**config.mk**
```make
export PLATFORM = sky130hd
export DESIGN_NAME = id_stage_pipe
export DESIGN_NICKNAME = d
export VERILOG_FILES = /design/src/rtl/id_stage_pipe.sv
export SDC_FILE = /design/constraint.sdc
export NUM_CORES = 2
export LEC_CHECK = 0
export BUFFER_PORTS_ARGS = -buffer_cell sky130_fd_sc_hd__buf_2
export CAP_MARGIN = 20
export CELL_PAD_IN_SITES_DETAIL_PLACEMENT = 1
export CELL_PAD_IN_SITES_GLOBAL_PLACEMENT = 1
export CORE_ASPECT_RATIO = 0.7
export CORE_MARGIN = 4
export CORE_UTILIZATION = 45
export DETAILED_ROUTE_END_ITERATION = 8
export GPL_TIMING_DRIVEN = 0
export PLACE_DENSITY_LB_ADDON = 0.1
export SETUP_SLACK_MARGIN = 0.1
export SYNTH_ARGS = -nofsm -noshare
export SYNTH_HDL_FRONTEND = slang
export SYNTH_SLANG_ARGS = --single-unit
export TNS_END_PERCENT = 100
```
**constraint.sdc**
```tcl
create_clock -name i_clk -period 95.7 [get_ports i_clk]
set_clock_uncertainty 0.05 [all_clocks]
set_input_delay 19.14 -clock i_clk [delete_from_list [all_inputs] [get_ports i_clk]]
set_output_delay 19.14 -clock i_clk [all_outputs]
set_load 0.02 [all_outputs]
```
**src/rtl/id_stage_pipe.sv**
```systemverilog
// Instruction-decode stage: register file with write-through bypass, immediate
// extension, load-use bubble insertion, ID/EX register. Optional ID_STALL_CNT_EN adds o_stall_cnt.
module id_stage_pipe #(
    parameter int DATA_W  = 32,
    parameter int ADDR_W  = 32,
    parameter int REG_CNT = 32,
    parameter int CTRL_W  = 12
) (
    input  logic              i_clk,
    input  logic              i_rst,
    input  logic              i_valid,
    output logic              o_ready,
    input  logic [31:0]       i_instr,
    input  logic [ADDR_W-1:0] i_pc4,
    input  logic [CTRL_W-1:0] i_ctrl,
    input  logic              i_memread,
    input  logic              i_uses_rt,
    input  logic              i_signext,
    input  logic              i_flush,
    input  logic              i_wb_we,
    input  logic [4:0]        i_wb_addr,
    input  logic [DATA_W-1:0] i_wb_data,
    output logic              o_valid,
    input  logic              i_ready,
    output logic [DATA_W-1:0] o_data_rs,
    output logic [DATA_W-1:0] o_data_rt,
    output logic [DATA_W-1:0] o_imm,
    output logic [4:0]        o_addr_rs,
    output logic [4:0]        o_addr_rt,
    output logic [4:0]        o_addr_rd,
    output logic [ADDR_W-1:0] o_pc4,
    output logic [CTRL_W-1:0] o_ctrl,
`ifdef ID_STALL_CNT_EN
    output logic [31:0]       o_stall_cnt,
`endif
    output logic              o_memread
);

    localparam int         IDX_W   = (REG_CNT > 1) ? $clog2(REG_CNT) : 1;
    localparam logic [5:0] REG_LIM = 6'(REG_CNT);

    logic [DATA_W-1:0] regs [REG_CNT];
    logic [4:0]        addr_rs, addr_rt;
    logic [DATA_W-1:0] data_rs, data_rt, imm;
    logic              wb_hit, hazard, advance;
    logic              unused_ok;

    assign unused_ok = &{1'b0, i_instr[31:26]};
    assign addr_rs   = i_instr[25:21];
    assign addr_rt   = i_instr[20:16];

    function automatic logic in_range(input logic [4:0] a);
        return ({1'b0, a} < REG_LIM) && (a != 5'd0);
    endfunction

    assign wb_hit = i_wb_we && in_range(i_wb_addr);

    // Combinational read; a same-cycle writeback to the same index wins over the array.
    always_comb begin
        data_rs = '0;
        data_rt = '0;
        if (in_range(addr_rs))
            data_rs = (wb_hit && i_wb_addr == addr_rs) ? i_wb_data : regs[addr_rs[IDX_W-1:0]];
        if (in_range(addr_rt))
            data_rt = (wb_hit && i_wb_addr == addr_rt) ? i_wb_data : regs[addr_rt[IDX_W-1:0]];
    end

    assign imm = {{(DATA_W-16){i_signext & i_instr[15]}}, i_instr[15:0]};

    assign hazard  = i_valid && o_valid && o_memread && (o_addr_rt != 5'd0) &&
                     ((o_addr_rt == addr_rs) || (i_uses_rt && o_addr_rt == addr_rt));
    assign advance = !o_valid || i_ready;
    assign o_ready = !i_rst && (i_flush || (advance && !hazard));

    always_ff @(posedge i_clk or posedge i_rst) begin
        if (i_rst) begin
            for (int i = 0; i < REG_CNT; i++) regs[i] <= '0;
        end else if (wb_hit) begin
            regs[i_wb_addr[IDX_W-1:0]] <= i_wb_data;
        end
    end

    always_ff @(posedge i_clk or posedge i_rst) begin
        if (i_rst) begin
            o_valid   <= 1'b0;
            o_data_rs <= '0;
            o_data_rt <= '0;
            o_imm     <= '0;
            o_addr_rs <= '0;
            o_addr_rt <= '0;
            o_addr_rd <= '0;
            o_pc4     <= '0;
            o_ctrl    <= '0;
            o_memread <= 1'b0;
        end else if (i_flush) begin
            o_valid <= 1'b0;
        end else if (advance) begin
            // A hazard leaves the load entry's payload in place and emits one bubble.
            o_valid <= hazard ? 1'b0 : i_valid;
            if (!hazard && i_valid) begin
                o_data_rs <= data_rs;
                o_data_rt <= data_rt;
                o_imm     <= imm;
                o_addr_rs <= addr_rs;
                o_addr_rt <= addr_rt;
                o_addr_rd <= i_instr[15:11];
                o_pc4     <= i_pc4;
                o_ctrl    <= i_ctrl;
                o_memread <= i_memread;
            end
        end
    end

`ifdef ID_STALL_CNT_EN
    always_ff @(posedge i_clk or posedge i_rst) begin
        if (i_rst)
            o_stall_cnt <= '0;
        else if (i_valid && !o_ready && o_stall_cnt != 32'hFFFF_FFFF)
            o_stall_cnt <= o_stall_cnt + 32'd1;
    end
`endif

endmodule

```
* Word level (Yosys, flattened, before mapping) *
Cells that the tools add are included.

storage, ports and cells
  register bits = 1166
  output and inout bits = 158

cells by class
  order comparisons = 4
  equal/unequal tests = 4
  muxes and demuxes = 16
  bitwise logic cells = 5
  reduce and logical (&&, ||, !) cells = 24

operator list
  operator              number
  $bwmux W1024          1
  $bmux W32 S5          2
  $mux W32              9
  $demux W32 S5         1
  $eq A5 B5 Y1          4
  $reduce_bool A5 Y1    4
  $ge A6 B6 Y1 const B  3
  $not A5 Y6            3
  $logic_and A1 B1 Y1   12
  $lt A6 B1 Y1 const B  1
  $logic_not A1 Y1      3
  $logic_or A1 B1 Y1    3
  $mux W1               3
  $reduce_and A3 Y1     1
  $reduce_bool A2 Y1    1
  $and A1 B1 Y1         1
  $not A1 Y1            1

* Logic depth before layout (Yosys ltp) *
  depth in word-level cells = 8
  gate-level depth with buffers = 8
  mapped depth without buffers = 5

* Worst setup path after synthesis *
Ideal clock, no wire load.

  kind = input-to-output
  from = input i_instr[20]
  to = output o_ready
  arrival time = 20.532 ns
  slack = 55.978 ns
  stages on the path = 8
  path buffers = 3
  path through = buf_4 -> xnor2_1 -> nand4_1 -> o22a_1 -> buf_6 -> clkbuf_1 -> o21ai_0 -> a21oi_1

on the way
  cells in the longest elaborated chain, start to end = 8

ends and longest elaborated chain
  element              line  RTL
  from (decl)          13    input logic [31:0] i_instr,
  $eq A5 B5 Y1         71    ((o_addr_rt == addr_rs) || (i_uses_rt && o_addr_rt == addr_rt));
  $logic_and A1 B1 Y1  71
  $logic_or A1 B1 Y1   71
  $logic_and A1 B1 Y1  70    assign hazard = i_valid && o_valid && o_memread && (o_addr_rt != 5'd0) &&
  $logic_not A1 Y1     73    assign o_ready = !i_rst && (i_flush || (advance && !hazard));
  $logic_and A1 B1 Y1  73
  $logic_or A1 B1 Y1   73
  $logic_and A1 B1 Y1  73
  to (decl)            12    output logic o_ready,

Every way passes these cells.

* Worst setup path after layout *
  from = input i_instr[24]
  to = output o_ready

on the way
  cells in the longest elaborated chain, start to end = 7

ends and longest elaborated chain
  element              line
  $eq A5 B5 Y1         71
  $logic_or A1 B1 Y1   71
  $logic_and A1 B1 Y1  70
  $logic_not A1 Y1     73
  $logic_and A1 B1 Y1  73
  $logic_or A1 B1 Y1   73
  $logic_and A1 B1 Y1  73

Every way passes these cells.

==> parameters.txt <==
Parameter                              Value

Yosys
  Count of cell types in the netlist ... 42
  Register bit total from synthesis ... 1161
  Post-synth design cell area ... 58900 µm²
  Sequential element share of the synthesized area ... 49.3%
  Average size of a mapped cell ... 15.1 µm²
  Number of synthesis warnings ... 0
  Nets in the synthesized netlist ... 4019
  Post-synthesis instance total ... 3897

STA
  Setup-violating endpoint count in the final report ... 0
  Headroom to the max-slew limit ... 14.8%
  Pins over their slew limit ... 0
  Share of the clock period used by the worst path ... 42.9%
  Maximum achievable frequency ... 24.3 MHz
  RSZ-0062 raised after global routing ... no
  Slew of the pin with the lowest slew margin ... 1270 ps
  Tmin final ... 41100 ps
  Hold Vio Cnt, Final ... 0
  Total negative slack for setup checks ... 0 ps

Drt
  Drt wl/cell ... 37.8 µm
  Post-detailed-route count of antenna-violating nets ... 0
  Mean number of vias per cell ... 6.71
  Iteration-0 DRC Markers ... 4735
  Number of vias after detailed routing ... 41400
  Pre-Repair DR Iteration Count ... 7
  # DRC ... 0
  Drt total wl ... 234 mm

Power and ir drop
  Psw ... 423 µW
  Leakage dissipation ... 29.2 nW
  Pwr per Cell Area ... 21.6 nW/µm²
  Clock network fraction of design power ... 33.6%
  Power, Total ... 1.45 mW
  Internal power ... 1.03 mW
  Relative contribution of sequential cells to total power ... 45.1%
  Switching portion of total power ... 29.1%
  Combinational share of power ... 21.3%
  Peak supply drop ... 0.0144 mV

GRT
  Met1 routing resource usage after global routing ... 48.9%
  Vias in the first global route ... 42300
  Pin count of the biggest net entering global routing ... 124
  Congestion Overflow GR ... 0
  Global Route met3 Usage ... 11.4%
  Peak-usage layer in the global routing report ... met1
  Initial antenna violation count ... 14
  Met2 Use GR ... 47.4%
  First-pass GRT wire length ... 328 mm
  Overall Global Routing Usage ... 33.8%

Setup path
  Highest net fanout along the worst path ... 10
  Critical Path Sink Type ... primary output
  Data required time at the worst endpoint ... 76510 ps
  Family of cells with the greatest summed delay on the critical path ... buffers and inverters
  Crit path max-delay cell type ... clkbuf_1
  Critical path start-end classification ... in -> out
  CP Cell Sequence ... buf_2 > buf_2 > xnor2_1 > nand2_1 > o22a_1 > buf_6 > clkbuf_1 > o21ai_0 > a21oi_1 > buf_2
  Type of element launching the critical path ... input port
  Worst Path Arrival ... 21910 ps
  Delay of the slowest cell on the worst path ... 760 ps
  Number of buffer and inverter stages on the critical path ... 5
  Top cell by count, worst path ... buf_2

Clock tree
  Max clock buf depth ... 3
  Worst-skew pair later-pin latency ... 760 ps
  Cell at the root of the clock tree ... clkbuf_16
  Post-cts hold buffer count ... 0
  Resize count post-CTS ... 0
  H-tree levels ... 3
  CTS tree ... built
  Number of clock sinks seen by CTS ... 1161
  Worst-path clk slew ... 60 ps
  Number of post-CTS setup repair buffers ... 0
  Clock buffers created by TritonCTS ... 119

Place
  RD Place Congestion ... 0.882
  Count of input and output buffers ... 267
  Detailed Place HPWL ... 164 mm

Floorplan
  Initial Utilization ... 45.6%
  I/O Pins ... 280
  Placeable Area ... 129000 µm²
  Chip Height ... 311 µm
  Chip Width ... 440 µm
  Floorplan row count ... 110
  Total die area ... 137000 µm²

Layout
  Area taken by flip-flops and latches ... 29100 µm²
  Number of nets at the end of the flow ... 4462
  Fill cell instance count of the final layout ... 12400
  Share of layout cells above drive strength 1 ... 51.0%
  Layout Area Growth over Synthesis ... 14.4%
  Multi-input logic area ... 27700 µm²
  Fraction of the core area covered by cells at the end of the flow ... 52.1%

Run
  Max-cap violation count ... 0

Hold path
  Type of the tightest min-delay check ... reg -> reg

Run status
  Status ... completed
-- worst reg2reg max path: stages, from the launching register on --
cell and delay, ps:
dfrtp_1 360, nand3_1 220, a21oi_1 560, buf_2 440, buf_1 850, nand2_1 110
o21ai_0 330, a221o_1 160
-- cell families (layout without fill, tap and decap cells) --
group	Yosys count	after routing	share of synthesized area, %
AO/OA/AOI/OAI	396	396	4.52
XOR/XNOR	20	20	0.297
other	0	9	0
multiplexers	1576	1576	39.9
AND/OR/NAND/NOR	278	278	2.30
flip-flops	1161	1161	49.3
buffers and inverters	466	1001	3.61
-- flip-flops by register name (all words and copies together), names as in the netlist --
signal and flops:
o_addr_rs 5, o_data_rs 32, o_data_rt 32, o_imm 17, o_pc4 32, regs 1024, o_memread 1, o_ctrl 12
o_addr_rt 5, o_valid 1
-- routing by layer --
metal	part of all wire, %	routed length, µm	vias to the layer above
met2	42	99100	2202
li1	-	-	16000
met5	0.0056	13	-
met3	11	24900	438
met1	43	100000	22700
met4	3.9	9230	2
-- per-stage QoR --
stage          setup slack (ps)  cell area [µm²]  instances  hold WS (ps)
2_1_floorplan             43810            58900       3897           391
3_3_place_gp              29570            62400       5900           402
3_5_place_dp              54560            63100       5940           421
4_1_cts                   54550            67100       6153           434
5_1_grt                   54410            67400       6176           451
6_report                  54600            67400       6177           425
-- cells in the final DEF (no fill, tap or decap), types with 18 or more instances in the layout --
master / netlist / routed
dfrtp_1: 1161 / 1161
mux2_2: 1039 / 1039
mux4_2: 512 / 512
buf_2: 132 / 400
o22ai_1: 257 / 257
clkbuf_1: 225 / 243
nand2_1: 152 / 152
clkbuf_16: 0 / 121
nor4_1: 66 / 66
o21ai_0: 65 / 65
a221o_1: 64 / 64
buf_1: 57 / 57
buf_4: 40 / 40
clkbuf_8: 0 / 39
buf_8: 0 / 37
clkinv_2: 0 / 25
mux2_1: 24 / 24
nor2_1: 18 / 18
-- power by group through the flow --
stage	Combinational (mW)	Sequential (mW)	Clock, mW
after floorplan	0.210	0.652	0
after global placement	0.295	0.656	0
after detailed placement	0.306	0.660	0
after CTS	0.307	0.653	0.492
after global routing	0.327	0.666	0.514
final	0.309	0.656	0.488
-- synthesized netlist by cell type --
cell type  count  area share, %
mux2_2      1039             20
o21bai_1       1          0.013
buf_1         57           0.36
a21bo_2        1          0.017
nor2_1        18           0.11
o22ai_1      257            2.7
clkbuf_1     225            1.4
buf_2        132            1.1
nand4b_1       2          0.030
nor4_1        66           0.70
and3b_1        1          0.015
or3_1          4          0.042
xor2_1         4          0.059
nand2_1      152           0.97
o21ai_0       65           0.55
o22a_1         1          0.015
or3b_2         3          0.045
nor3_2         1          0.017
nor4b_4        1          0.040
mux4_2       512             20
mux2_1        24           0.46
dfrtp_1     1161             49
inv_1          3          0.019
and3_1         2          0.021
or2_2          1          0.011
mux2i_1        1          0.017
nand2b_1       2          0.021
a211oi_1       1          0.013
nand3_1        9          0.076
nor3b_1        3          0.038
xnor2_1       16           0.24
inv_2          1         0.0064
a21oi_2        1          0.015
nand4_1        2          0.021
a221o_1       64            1.1
buf_6          8           0.15
o2111a_2       2          0.042
a211oi_2       1          0.021
a21oi_1        2          0.017
buf_4         40           0.51
nor3_1         1         0.0085
nand3b_1      10           0.13
-- worst paths after layout --
path	startpoint	to	slack, ps	cells after the start
max	i_instr[24]	o_ready	54600	10
min	regs[992]	regs[992]	430	1
max reg2reg	o_memread	o_data_rt[7]	92570	7
min reg2reg	regs[992]	regs[992]	430	1
max in group asynchronous	i_rst	regs[111]	75180	5
min in group asynchronous	i_rst	regs[729]	18380	2
-- area by class of cell --
class	count	share of cell area (%)
Sequential cell	1161	43.1
Multi-Input combinational cell	2270	41.1
Clock buffer	178	5.39
Timing Repair Buffer	322	3.41
Tap cell	1736	3.22
Buffer	462	3.13
Clock inverter	35	0.531
Inverter	4	0.0334
Antenna cell	9	0.0334
Power figures use the tool's default switching activity.
